--- src/rtl/program_counter_if.sv ---
// Bus between the program counter and its user: load request in, PC views out.
// LoadCount exists only when PC_LOAD_COUNT_EN is defined.
interface program_counter_if #(
    parameter int unsigned WIDTH = 8
);
    logic             EN;
    logic [WIDTH-1:0] PCNext;
    logic [WIDTH-1:0] PC;
    logic [WIDTH-1:0] PCOld;
    logic [WIDTH-1:0] PCPlus1;
`ifdef PC_LOAD_COUNT_EN
    logic [15:0]      LoadCount;
`endif

`ifdef PC_LOAD_COUNT_EN
    modport master (output EN, PCNext, input PC, PCOld, PCPlus1, LoadCount);
    modport slave  (input EN, PCNext, output PC, PCOld, PCPlus1, LoadCount);
`else
    modport master (output EN, PCNext, input PC, PCOld, PCPlus1);
    modport slave  (input EN, PCNext, output PC, PCOld, PCPlus1);
`endif
endinterface

--- src/rtl/program_counter.sv ---
// Program counter with previous-value shadow and combinational PC+1; loads take 1 cycle,
// no backpressure. Define PC_LOAD_COUNT_EN to add a saturating 16-bit load counter.
module program_counter #(
    parameter int unsigned      WIDTH        = 8,
    parameter logic [WIDTH-1:0] RESET_VECTOR = '0
) (
    input  logic             clock,
    input  logic             reset,
    program_counter_if.slave pc_if
);
    logic [WIDTH-1:0] pc_q;
    logic [WIDTH-1:0] pc_d;
    logic [WIDTH-1:0] pc_old_q;
    logic [WIDTH-1:0] pc_old_d;

    // A load with PCNext equal to PC still shifts the old value into PCOld.
    always_comb begin
        pc_d     = pc_q;
        pc_old_d = pc_old_q;
        if (pc_if.EN) begin
            pc_d     = pc_if.PCNext;
            pc_old_d = pc_q;
        end
    end

    always_ff @(posedge clock or posedge reset) begin
        if (reset) begin
            pc_q     <= RESET_VECTOR;
            pc_old_q <= RESET_VECTOR;
        end else begin
            pc_q     <= pc_d;
            pc_old_q <= pc_old_d;
        end
    end

    assign pc_if.PC      = pc_q;
    assign pc_if.PCOld   = pc_old_q;
    assign pc_if.PCPlus1 = pc_q + WIDTH'(1);

`ifdef PC_LOAD_COUNT_EN
    logic [15:0] load_cnt_q;
    logic [15:0] load_cnt_d;

    always_comb begin
        load_cnt_d = load_cnt_q;
        if (pc_if.EN && (load_cnt_q != 16'hFFFF)) begin
            load_cnt_d = load_cnt_q + 16'd1;
        end
    end

    always_ff @(posedge clock or posedge reset) begin
        if (reset) begin
            load_cnt_q <= 16'd0;
        end else begin
            load_cnt_q <= load_cnt_d;
        end
    end

    assign pc_if.LoadCount = load_cnt_q;
`endif
endmodule

--- src/flat_wrapper.sv ---
// flat-port wrapper written by rule: the top's interface ports become plain ports
module program_counter_flat 
#(
    parameter int unsigned      WIDTH        = 8,
    parameter logic [WIDTH-1:0] RESET_VECTOR = '0
)
  (clock, reset, pc_if_EN, pc_if_PCNext, pc_if_PC, pc_if_PCOld, pc_if_PCPlus1);
  program_counter_if #(.WIDTH(WIDTH)) pc_if_i ();
  input  logic clock;
  input  logic reset;
  input wire logic [$bits(pc_if_i.EN)-1:0] pc_if_EN;
  input wire logic [$bits(pc_if_i.PCNext)-1:0] pc_if_PCNext;
  output wire logic [$bits(pc_if_i.PC)-1:0] pc_if_PC;
  output wire logic [$bits(pc_if_i.PCOld)-1:0] pc_if_PCOld;
  output wire logic [$bits(pc_if_i.PCPlus1)-1:0] pc_if_PCPlus1;
  assign pc_if_i.EN = pc_if_EN;
  assign pc_if_i.PCNext = pc_if_PCNext;
  assign pc_if_PC = pc_if_i.PC;
  assign pc_if_PCOld = pc_if_i.PCOld;
  assign pc_if_PCPlus1 = pc_if_i.PCPlus1;
  program_counter #(.WIDTH(WIDTH), .RESET_VECTOR(RESET_VECTOR)) u_core (.clock(clock), .reset(reset), .pc_if(pc_if_i));
endmodule
--- config.mk ---
export PLATFORM = sky130hd
export DESIGN_NAME = program_counter_flat
export DESIGN_NICKNAME = d
export VERILOG_FILES = /design/src/rtl/program_counter_if.sv /design/src/rtl/program_counter.sv /design/src/flat_wrapper.sv
export SDC_FILE = /design/constraint.sdc
export NUM_CORES = 1
export LEC_CHECK = 0
export ABC_AREA = 1
export ABC_CLOCK_PERIOD_IN_PS = 1100
export CAP_MARGIN = 5
export CORE_MARGIN = 3
export CORE_UTILIZATION = 41
export CTS_BUF_LIST = sky130_fd_sc_hd__clkbuf_2
export CTS_CLUSTER_DIAMETER = 100
export DETAILED_ROUTE_END_ITERATION = 10
export PLACE_DENSITY = 0.81
export SYNTH_ARGS = -nofsm -noshare
export SYNTH_HDL_FRONTEND = slang
export SYNTH_SLANG_ARGS = --single-unit
--- constraint.sdc ---
create_clock -name clock -period 1.1 [get_ports clock]
set_input_delay 0.165 -clock clock [delete_from_list [all_inputs] [get_ports clock]]
set_output_delay 0.165 -clock clock [all_outputs]
set_load 0.01 [all_outputs]
==> impl_metrics.csv, run 1 <==
group,metric,value,unit
pwr,power_frac_clock,16.7,%
route,initialDrtViolationCount,16,
logic_synthesis,ys_seq_area_share,56.24,%
final_layout,antennaDiodeCount,0,
global_routing,grt_use_met1,22.07,%
pwr,seq_power_share,44.4,%
setup_path,startpoint,"u_core.pc_if.PC[1]",
route,finalWirelength,2572,µm
sta,period_share,137.7,%
setup_path,worst-r2r-setup-slack,100,ps
sta,slew_viol_final,0,
floorplanning,io_pins,35,
logic_synthesis,syn_nets,96,
final_layout,fin_area,1354,µm²
global_routing,antenna_found_initial,0,
clocking,cts_max_level,1,
logic_synthesis,syn_inst,84,
logic_synthesis,yosys.area.top_type,"dfrtp_1",
global_routing,overflow,0,
logic_synthesis,synth_seq_cells,16,
logic_synthesis,synth_top_area_share,56.24,%
logic_synthesis,synth.cell_area,711.9,µm²
clocking,clk_latency,300,ps
floorplanning,start_util,45.16,%
worst_hold_path,hold_path.class,"input pin to async pin",
setup_path,r2r_cells,4,
sta,setup_viol,15,
pwr,p_sw_share,32.82,%
clocking,hold_buffers,0,
setup_path,cp.arrival,1350,ps
setup_path,path_class,"flip-flop to output pin",
place,dp.cells,146,
clocking,cts.clk_slew.worst_paths,160,ps
global_routing,gr-usage-met3,3.008,%
logic_synthesis,syn_area_per_cell,8.475,µm²
sta,fin_crit,1515,ps
pwr,p_leak,0.0006659,µW
route,routed_via_density,5.321,
global_routing,met2_usage,45.99,%
setup_path,startpoint_type,"flip-flop",
place,place_area,1197,µm²
floorplanning,die-area,2272,µm²
setup_path,cp-end-kind,"output pin",
setup_path,rr_endpoint,"u_core.pc_if.PC[3]",
clocking,clock_sinks,16,
setup_path,crit_fanout,3,
global_routing,grt_use_total,22.52,%
floorplanning,die_h,47.67,µm
pwr,peakVddDrop,0.0009202,V
place,port_buffers,34,
global_routing,grt_pass1_wl,3532,µm
logic_synthesis,netlist_top_cells_area,"dfrtp_1 56%, nand2_1 10%, nor2_1 6.3%",
sta,whs,142.7,ps
run_status,status,"finished, violations left",
sta,fin_worst_skew,12.05,ps
setup_path,crit_required,940,ps
pwr,power.net_switching,513.6,µW
sta,grt_setup_unrepaired,"yes",
floorplanning,core_area,1577,µm²
place,dp_hpwl,1388,µm
sta,worstMarginPinSlew,213.8,ps
logic_synthesis,synth-edff-count,0,
clocking,cts_root_buf,"clkbuf_2",
logic_synthesis,synthTopCellsByCount,"19 x nand2_1, 16 x dfrtp_1, 12 x nor2_1",
run,cap_violations,0,
run_status,violations,"setup timing",
final_layout,stdcell_count,162,
logic_synthesis,synth_cell_type_count,12,
sta,fin_ws,-414.9,ps
route,drt_pre_antenna_iters,5,
setup_path,reg2reg_from,"u_core.pc_if.PC[3]",
clocking,cts_buffer_depth,2,
final_layout,fin_nets,160,
floorplanning,die_w,47.67,µm
place,place.gp.congestion,0.7794,
logic_synthesis,ys_async_sr_fraction,100.0,%
final_layout,layout-drive-gt1-share,47.95,%
logic_synthesis,synthFlopType,"dfrtp_1",
clocking,cts_tree,"built",
global_routing,grt_max_degree,33,
pwr,combPwrFrac,38.9,%
sta,max_freq,660.1,MHz
sta,relSlewSlack,85.75,%
pwr,internal_power,1051,µW
sta,hold_viol_final,0,
route,wl_per_cell,15.88,µm
final_layout,area_growth,90.16,%
route,route.detailed.drc,0,
clocking,cts_buffers,3,
pwr,power_density,1156,nW/µm²
floorplanning,std_cell_rows,14,
logic_synthesis,yosysWarnings,0,
global_routing,grt-busiest-layer,"met2",
route,ant_nets,0,
route,vias,862,
global_routing,grt_pass1_vias,818,
logic_synthesis,yosysMostFrequentCell,"nand2_1",
[what timing repair did]
item | 4_1_cts | 5_1_grt
resized for setup | 100 | 29
setup buffers | 11 | 5
hold endpoints to repair | 0 | 0
setup endpoints to repair | 24 | 25
pin swaps | 9 | 7
[power groups by stage]
stage,Clock (µW),Combinational (µW),Sequential [µW]
6_report,261,609,695
5_1_grt,290,650,701
4_1_cts,261,556,689
3_5_place_dp,0,503,701
3_3_place_gp,0,493,698
2_1_floorplan,0,143,732
[layer usage]
| layer | part of all wire, % | up-vias |
|---|---|---|
| met3 | 5.2 | 8 |
| met5 | 0 | - |
| met1 | 37 | 423 |
| met4 | 1.9 | 0 |
| met2 | 56 | 42 |
| li1 | - | 389 |
[cells in the final DEF, fill, tap and decap left out, types with 2 or more instances in the layout]
cell type | synthesis | final
buf_6 | 0 | 19
nand2_1 | 19 | 16
buf_4 | 1 | 16
dfrtp_1 | 16 | 15
clkdlybuf4s50_1 | 0 | 10
buf_2 | 2 | 10
nor2_1 | 12 | 9
clkbuf_2 | 0 | 9
a21oi_1 | 8 | 8
o21ai_0 | 8 | 8
inv_1 | 9 | 7
nand2_2 | 0 | 2
nor2_4 | 0 | 2
nand3_4 | 0 | 2
xor2_2 | 0 | 2
[registers in the layout, summed over array words and instances (netlist names)]
register,cells
u_core.pc_if.PC,8
u_core.pc_if.PCOld,8
[worst max-delay path, cell delays in order (launching register included)]
cell and delay (ps):
dfrtp_1 440, ha_4 180, nand3_4 100, nor2_2 110, nand2_1 70, nand2_2 60, buf_6 90
[stage by stage]
stage               utilization [%]  setup TNS (ps)  power (µW)  setup WS, ps
floorplan                         -          -63.78       874.8        -58.86
global placement              75.95           -3210        1191        -448.2
detailed placement            75.95           -3593        1204        -496.1
CTS                           83.89           -3165        1507        -381.8
global route                  85.87           -4125        1641        -485.0
finish                        85.87           -3317        1565        -414.9
[worst max-delay path by stage]
| stage | end | cells after the start |
|---|---|---|
| 2_1_floorplan | pc_if_PCPlus1[6] | 5 |
| 3_3_place_gp | pc_if_PCPlus1[6] | 6 |
| 3_5_place_dp | pc_if_PCPlus1[3] | 4 |
| 4_1_cts | pc_if_PCPlus1[6] | 6 |
| 5_1_grt | pc_if_PCPlus1[5] | 6 |
| 6_report | pc_if_PCPlus1[6] | 6 |
[kinds of logic (layout without fill, tap and decap cells)]
group,count (synthesis),after routing,share of synthesized area (%)
AO/OA/AOI/OAI,18,18,12.65
XOR/XNOR,3,3,3.691
adder cells (fa/ha/maj),1,1,1.757
buffers and inverters,12,74,7.206
flip-flops,16,16,56.24
AND/OR/NAND/NOR,34,34,18.45
[area by class of cell]
class | instances | area [µm²]
Timing Repair Buffer | 62 | 534.3
Sequential cell | 16 | 401.6
Multi-Input combinational cell | 56 | 346.6
Fill cell | 81 | 222.7
Inverter | 9 | 36.28
Tap cell | 16 | 20.02
Clock buffer | 3 | 15.01
Power figures use the tool's default switching activity.
==> run 2: changes to the inputs <==
ABC_CLOCK_PERIOD_IN_PS = 1850   (was 1100)
CORE_UTILIZATION = 44   (was 41)
PLACE_DENSITY = 0.86   (was 0.81)
clock period = 1.85 ns   (was 1.1 ns; I/O delays follow)
==> run 2 against run 1 <==
The flow now finishes without violations. Hold slack improved by 210 ps. Final cell count decreased by 16%. Routed wire length fell by 31%. Critical path depth is 4 lower. Final area decreased by 17%. Critical endpoint is now pc_if_PCPlus1[1]. Die area fell by 6.0%. Worst setup slack improved by 480 ps. Total power fell by 48%. Highest routed layer is now met3. Non-clock buffer count is 25 lower. Via count fell by 18%.
==> impl_metrics.csv, run 2 (synthesis results as in run 1) <==
group,metric,value,unit
clocking,clock_sinks,16,
place,dp_slack,142.0,ps
clocking,hold_buffers,0,
global_routing,grt_pass1_wl,2787,µm
final_layout,layout-drive-gt1-share,10.74,%
sta,worstMarginPinSlew,613.2,ps
clocking,cts_tree,"built",
setup_path,startpoint,"u_core.pc_if.PC[1]",
setup_path,cpPeakStageDelay,530,ps
clocking,cts_root_buf,"clkbuf_2",
sta,grt_setup_unrepaired,"no",
setup_path,cp.arrival,1500,ps
sta,period_share,96.23,%
route,drt_pre_antenna_iters,4,
setup_path,r2r_cells,3,
final_layout,antennaDiodeCount,0,
worst_hold_path,hold_path.class,"input pin to async pin",
final_layout,final_common_cell,"clkdlybuf4s50_1",
route,ant_nets,0,
clocking,cts_buffers,3,
clocking,clk_latency,270,ps
setup_path,crit_required,1570,ps
global_routing,grt_pass1_vias,668,
clocking,cts_max_level,1,
sta,hold_viol_final,0,
global_routing,grt_use_total,18.46,%
floorplanning,die_h,46.23,µm
sta,fin_crit,1780,ps
floorplanning,core_area,1399,µm²
pwr,power_density,719.6,nW/µm²
setup_path,worst-r2r-setup-slack,950,ps
route,vias,703,
final_layout,area_growth,58.35,%
run_status,status,"finished clean",
clocking,cts_buffer_depth,2,
floorplanning,std_cell_rows,13,
setup_path,path_cells,"ha_4, clkdlybuf4s50_1",
global_routing,overflow,0,
route,top_layer_used,"met3",
clocking,cts.clk_slew.worst_paths,130,ps
place,port_buffers,34,
route,routed_via_density,5.169,
setup_path,path_class,"flip-flop to output pin",
global_routing,grt_max_degree,33,
pwr,peakVddDrop,0.0005714,V
route,finalWirelength,1778,µm
clocking,postCtsSetupRepairBufs,0,
setup_path,startpoint_type,"flip-flop",
sta,fin_worst_skew,0.2427,ps
setup_path,cpMaxStageDelayCell,"clkdlybuf4s50_1",
setup_path,cp-end-kind,"output pin",
final_layout,stdcell_count,136,
final_layout,final_cell_mix,"27 x clkdlybuf4s50_1, 19 x nand2_1, 15 x dfrtp_1",
floorplanning,io_pins,35,
sta,slew_viol_final,0,
global_routing,antenna_found_initial,0,
pwr,power.total,811.2,µW
pwr,p_leak,0.0005134,µW
route,wl_met1,692,µm
floorplanning,start_util,50.89,%
place,dp.cells,133,
sta,setup_viol,0,
final_layout,fin_nets,135,
route,route.detailed.drc,0,
setup_path,reg2reg_from,"u_core.pc_if.PC[0]",
route,wl_met3,143,µm
floorplanning,die_w,46.23,µm
floorplanning,die-area,2137,µm²
setup_path,crit_fanout,2,
sta,final.setup.tns,0,ps
sta,fin_ws,69.77,ps
setup_path,rr_endpoint,"u_core.pc_if.PC[0]",
route,initialDrtViolationCount,10,
run,cap_violations,0,
route,route.met2.wl,943,µm
place,dp_hpwl,1272,µm
route,wl_per_cell,13.07,µm
sta,max_freq,561.7,MHz
place,place.gp.congestion,0.8106,
sta,relSlewSlack,59.08,%
## run 2: critical path, delay by kind of cell, from the launching register on
| family | cells | cell delay (ps) |
|---|---|---|
| flops | 1 | 440 |
| buf+inv | 1 | 530 |
| fa+ha+maj | 1 | 270 |
## run 2: what timing repair did
| action | in CTS | in global routing |
|---|---|---|
| endpoints found under the setup margin | 6 | 4 |
| gates cloned | 0 | 0 |
| gates resized for setup | 9 | 8 |
| pin swaps | 0 | 1 |
## run 2: area by class of cell
cell class | instances | area [µm²]
clock buffer | 3 | 15.01
fill | 114 | 271.5
inverter | 9 | 33.78
multi-input combinational | 56 | 299.0
sequential | 16 | 401.6
tap | 15 | 18.77
timing repair buffer | 37 | 359.1
## run 2: layer usage
metal | GRT usage, % | vias up
met2 | 36.26 | 33
met1 | 19.06 | 330
met4 | 1.705 | 0
li1 | - | 340
met5 | 0 | -
met3 | 6.250 | 0
## run 2: worst max path at each step
stage | endpoint | slack [ps] | cells after the start
final | pc_if_PCPlus1[1] | 70 | 2
after floorplan | pc_if_PCPlus1[4] | 550 | 3
after global routing | pc_if_PCPlus1[7] | 3 | 6
after global placement | pc_if_PCPlus1[4] | 170 | 4
after CTS | pc_if_PCPlus1[1] | 20 | 2
after detailed placement | pc_if_PCPlus1[4] | 140 | 4
## run 2: power by group
| group | internal, µW | leakage, µW | switching (µW) |
|---|---|---|---|
| registers | 385 | 0.000187 | 31.4 |
| logic | 137 | 0.000314 | 116 |
| clock network | 44.2 | 0.0000125 | 97.3 |
| total | 567 | 0.000513 | 244 |
## run 2: through the flow
| step | hold slack [ps] | util, % | instance area (µm²) |
|---|---|---|---|
| 3_3_place_gp | 499.7 | 76.92 | 1076 |
| 2_1_floorplan | 191.2 | - | 711.9 |
| 4_1_cts | 361.5 | 78.09 | 1092 |
| 6_report | 356.3 | 80.59 | 1127 |
| 5_1_grt | 387.9 | 80.59 | 1127 |
| 3_5_place_dp | 509.4 | 76.92 | 1076 |
==> run 3: changes to the inputs <==
ABC_AREA = default   (was 1)
==> run 3 against run 2 <==
Register-to-register slack worse by 50 ps. Clock skew rose by 6.7 ps. Non-clock buffer count rose by 4. Critical path type unchanged. Largest power group unchanged. Highest routed layer is now met4.
==> impl_metrics.csv, run 3 <==
group,metric,value,unit
run_status,status,"finished clean",
clocking,cts_root_buf,"clkbuf_2",
sta,worstMarginPinSlew,589.4,ps
place,dp_slack,94.36,ps
sta,relSlewSlack,60.66,%
global_routing,grt_pass1_wl,2642,µm
logic_synthesis,yosys.area.top_type,"dfrtp_1",
setup_path,r2r_cells,2,
setup_path,cpMaxStageDelayCell,"clkdlybuf4s50_1",
setup_path,startpoint,"u_core.pc_if.PC[0]",
clocking,cts_max_level,1,
clocking,cts_tree,"built",
global_routing,grt_pass1_vias,601,
final_layout,final_cell_mix,"27 x clkdlybuf4s50_1, 15 x mux2_2, 14 x dfrtp_1",
clocking,clk_latency,290,ps
logic_synthesis,synth-edff-count,0,
logic_synthesis,netlist_top_cells_area,"dfrtp_1 56%, mux2_2 24%, xnor2_1 3.7%",
logic_synthesis,synth.cell_area,714.4,µm²
place,port_buffers,34,
sta,fin_worst_skew,6.894,ps
global_routing,grt_use_total,18.24,%
worst_hold_path,hold_path.class,"input pin to async pin",
setup_path,path_buf_inv,3,
logic_synthesis,synth_seq_cells,16,
logic_synthesis,synthFlopType,"dfrtp_1",
final_layout,antennaDiodeCount,0,
run,cap_violations,0,
global_routing,overflow,0,
sta,grt_setup_unrepaired,"no",
setup_path,startpoint_type,"flip-flop",
setup_path,cpPeakStageDelay,540,ps
sta,setup_viol,0,
clocking,clock_sinks,16,
final_layout,fin_nets,108,
setup_path,path_class,"flip-flop to output pin",
final_layout,layout-drive-gt1-share,33.68,%
route,initialDrtViolationCount,4,
route,wl_per_cell,14.88,µm
sta,max_freq,568.2,MHz
clocking,cts.clk_slew.worst_paths,150,ps
setup_path,rr_endpoint,"u_core.pc_if.PC[1]",
final_layout,area_growth,57.44,%
setup_path,worst-r2r-setup-slack,900,ps
pwr,power.total,877.3,µW
route,routed_via_density,4.982,
clocking,cts_buffers,3,
route,route.detailed.drc,0,
sta,hold_viol_final,0,
route,finalWirelength,1637,µm
logic_synthesis,yosysWarnings,0,
logic_synthesis,synth_top_area_share,56.04,%
global_routing,grt_max_degree,18,
route,ant_nets,0,
final_layout,regArea,402.9,µm²
setup_path,cp-end-kind,"output pin",
logic_synthesis,ys_async_sr_fraction,100.0,%
setup_path,crit_required,1570,ps
place,place.gp.congestion,0.6884,
global_routing,antenna_found_initial,0,
final_layout,multi_input_area,292.8,µm²
setup_path,path_cells,"buf_4, inv_1, clkdlybuf4s50_1",
floorplanning,std_cell_rows,13,
clocking,cts_buffer_depth,2,
route,drt_pre_antenna_iters,3,
logic_synthesis,ys_seq_area_share,56.04,%
setup_path,cp.arrival,1480,ps
logic_synthesis,syn_inst,52,
final_layout,num-fill-cells,102,
setup_path,crit_fanout,4,
floorplanning,die_h,46.30,µm
floorplanning,die_w,46.30,µm
pwr,p_leak,0.0005072,µW
sta,final.setup.tns,0,ps
logic_synthesis,synth_cell_type_count,15,
logic_synthesis,syn_nets,64,
sta,fin_crit,1760,ps
floorplanning,start_util,50.49,%
pwr,peakVddDrop,0.0006389,V
floorplanning,io_pins,35,
logic_synthesis,yosysMostFrequentCell,"dfrtp_1",
sta,slew_viol_final,0,
final_layout,final_common_cell,"clkdlybuf4s50_1",
sta,period_share,95.14,%
floorplanning,core_area,1415,µm²
sta,fin_ws,90.00,ps
route,vias,548,
setup_path,reg2reg_from,"u_core.pc_if.PC[1]",
setup_path,crit_family,"buffers and inverters",
floorplanning,die-area,2143,µm²
logic_synthesis,synthTopCellsByCount,"16 x dfrtp_1, 15 x mux2_2, 3 x nand2_1, 3 x xnor2_1, 3 x xor2_1",
logic_synthesis,syn_area_per_cell,13.74,µm²
pwr,power_density,780.0,nW/µm²
[run 3: cell count changes in the layout (fill, tap and decap cells not counted), sizes merged, moves of 4 or more]
cell / before / now
nand2: 19 / 3
mux2: 0 / 15
nor2: 12 / 1
o21ai: 10 / 1
a21oi: 8 / 0
inv: 9 / 2
buf: 3 / 7
[run 3: kinds of logic (layout without fill, tap and decap cells)]
group / Yosys count / after routing / synth area share (%)
flops: 16 / 16 / 56.04
mux: 15 / 15 / 23.64
simple gates: 9 / 9 / 7.180
xor+xnor: 6 / 6 / 7.357
buf+inv: 4 / 47 / 3.327
fa+ha+maj: 1 / 1 / 1.751
compound gates: 1 / 1 / 0.6999
[run 3: how the worst max path moves through the flow]
stage	end	depth (start not counted)	slack, ps
5_1_grt	pc_if_PCPlus1[4]	4	3
3_5_place_dp	pc_if_PCPlus1[7]	4	90
3_3_place_gp	pc_if_PCPlus1[7]	4	80
6_report	pc_if_PCPlus1[0]	3	90
4_1_cts	pc_if_PCPlus1[3]	3	4
2_1_floorplan	pc_if_PCPlus1[7]	3	530
[run 3: routing by layer]
metal  global-route usage, %  share of wire, %  up-vias
li1                        -                 -      264
met2                   31.32                51       23
met5                       0                 0        -
met1                   20.34                41      259
met3                   8.984               7.3        2
met4                   3.409              0.49        0
[run 3: power breakdown]
part           switching (µW)  total, µW  internal [µW]
sequential               32.0        425            393
combinational             114        297            183
clock                     108        155           47.0
[run 3: per-stage QoR]
step / cells / area (µm²) / util (%) / hold slack (ps)
after floorplan: 52 / 714.4 / - / 191.2
after global placement: 103 / 1087 / 76.83 / 488.5
after detailed placement: 103 / 1087 / 76.83 / 495.7
after CTS: 110 / 1122 / 79.31 / 348.4
after global routing: 110 / 1125 / 79.49 / 366.3
final: 110 / 1125 / 79.49 / 325.9
[run 3: worst register-to-register path, cell delays in order (launching register included)]
cell     delay, ps
dfrtp_1        450
buf_4          160
mux2_2         260
[run 3: cell type report]
cell class | instances | share of cell area [%]
Clock buffer | 3 | 1.335
Clock inverter | 1 | 0.3337
Inverter | 2 | 0.6674
Multi-Input combinational cell | 32 | 26.03
Sequential cell | 16 | 35.82
Tap cell | 15 | 1.669
Timing Repair Buffer | 41 | 34.15
[run 3: what timing repair did]
| item | 4_1_cts | 5_1_grt |
|---|---|---|
| cloned | 0 | 0 |
| endpoints found under the setup margin | 7 | 5 |
| hold buffers | 0 | 0 |
| buffers inserted | 3 | 0 |
| pin swaps | 0 | 1 |
| gates resized for setup | 5 | 9 |
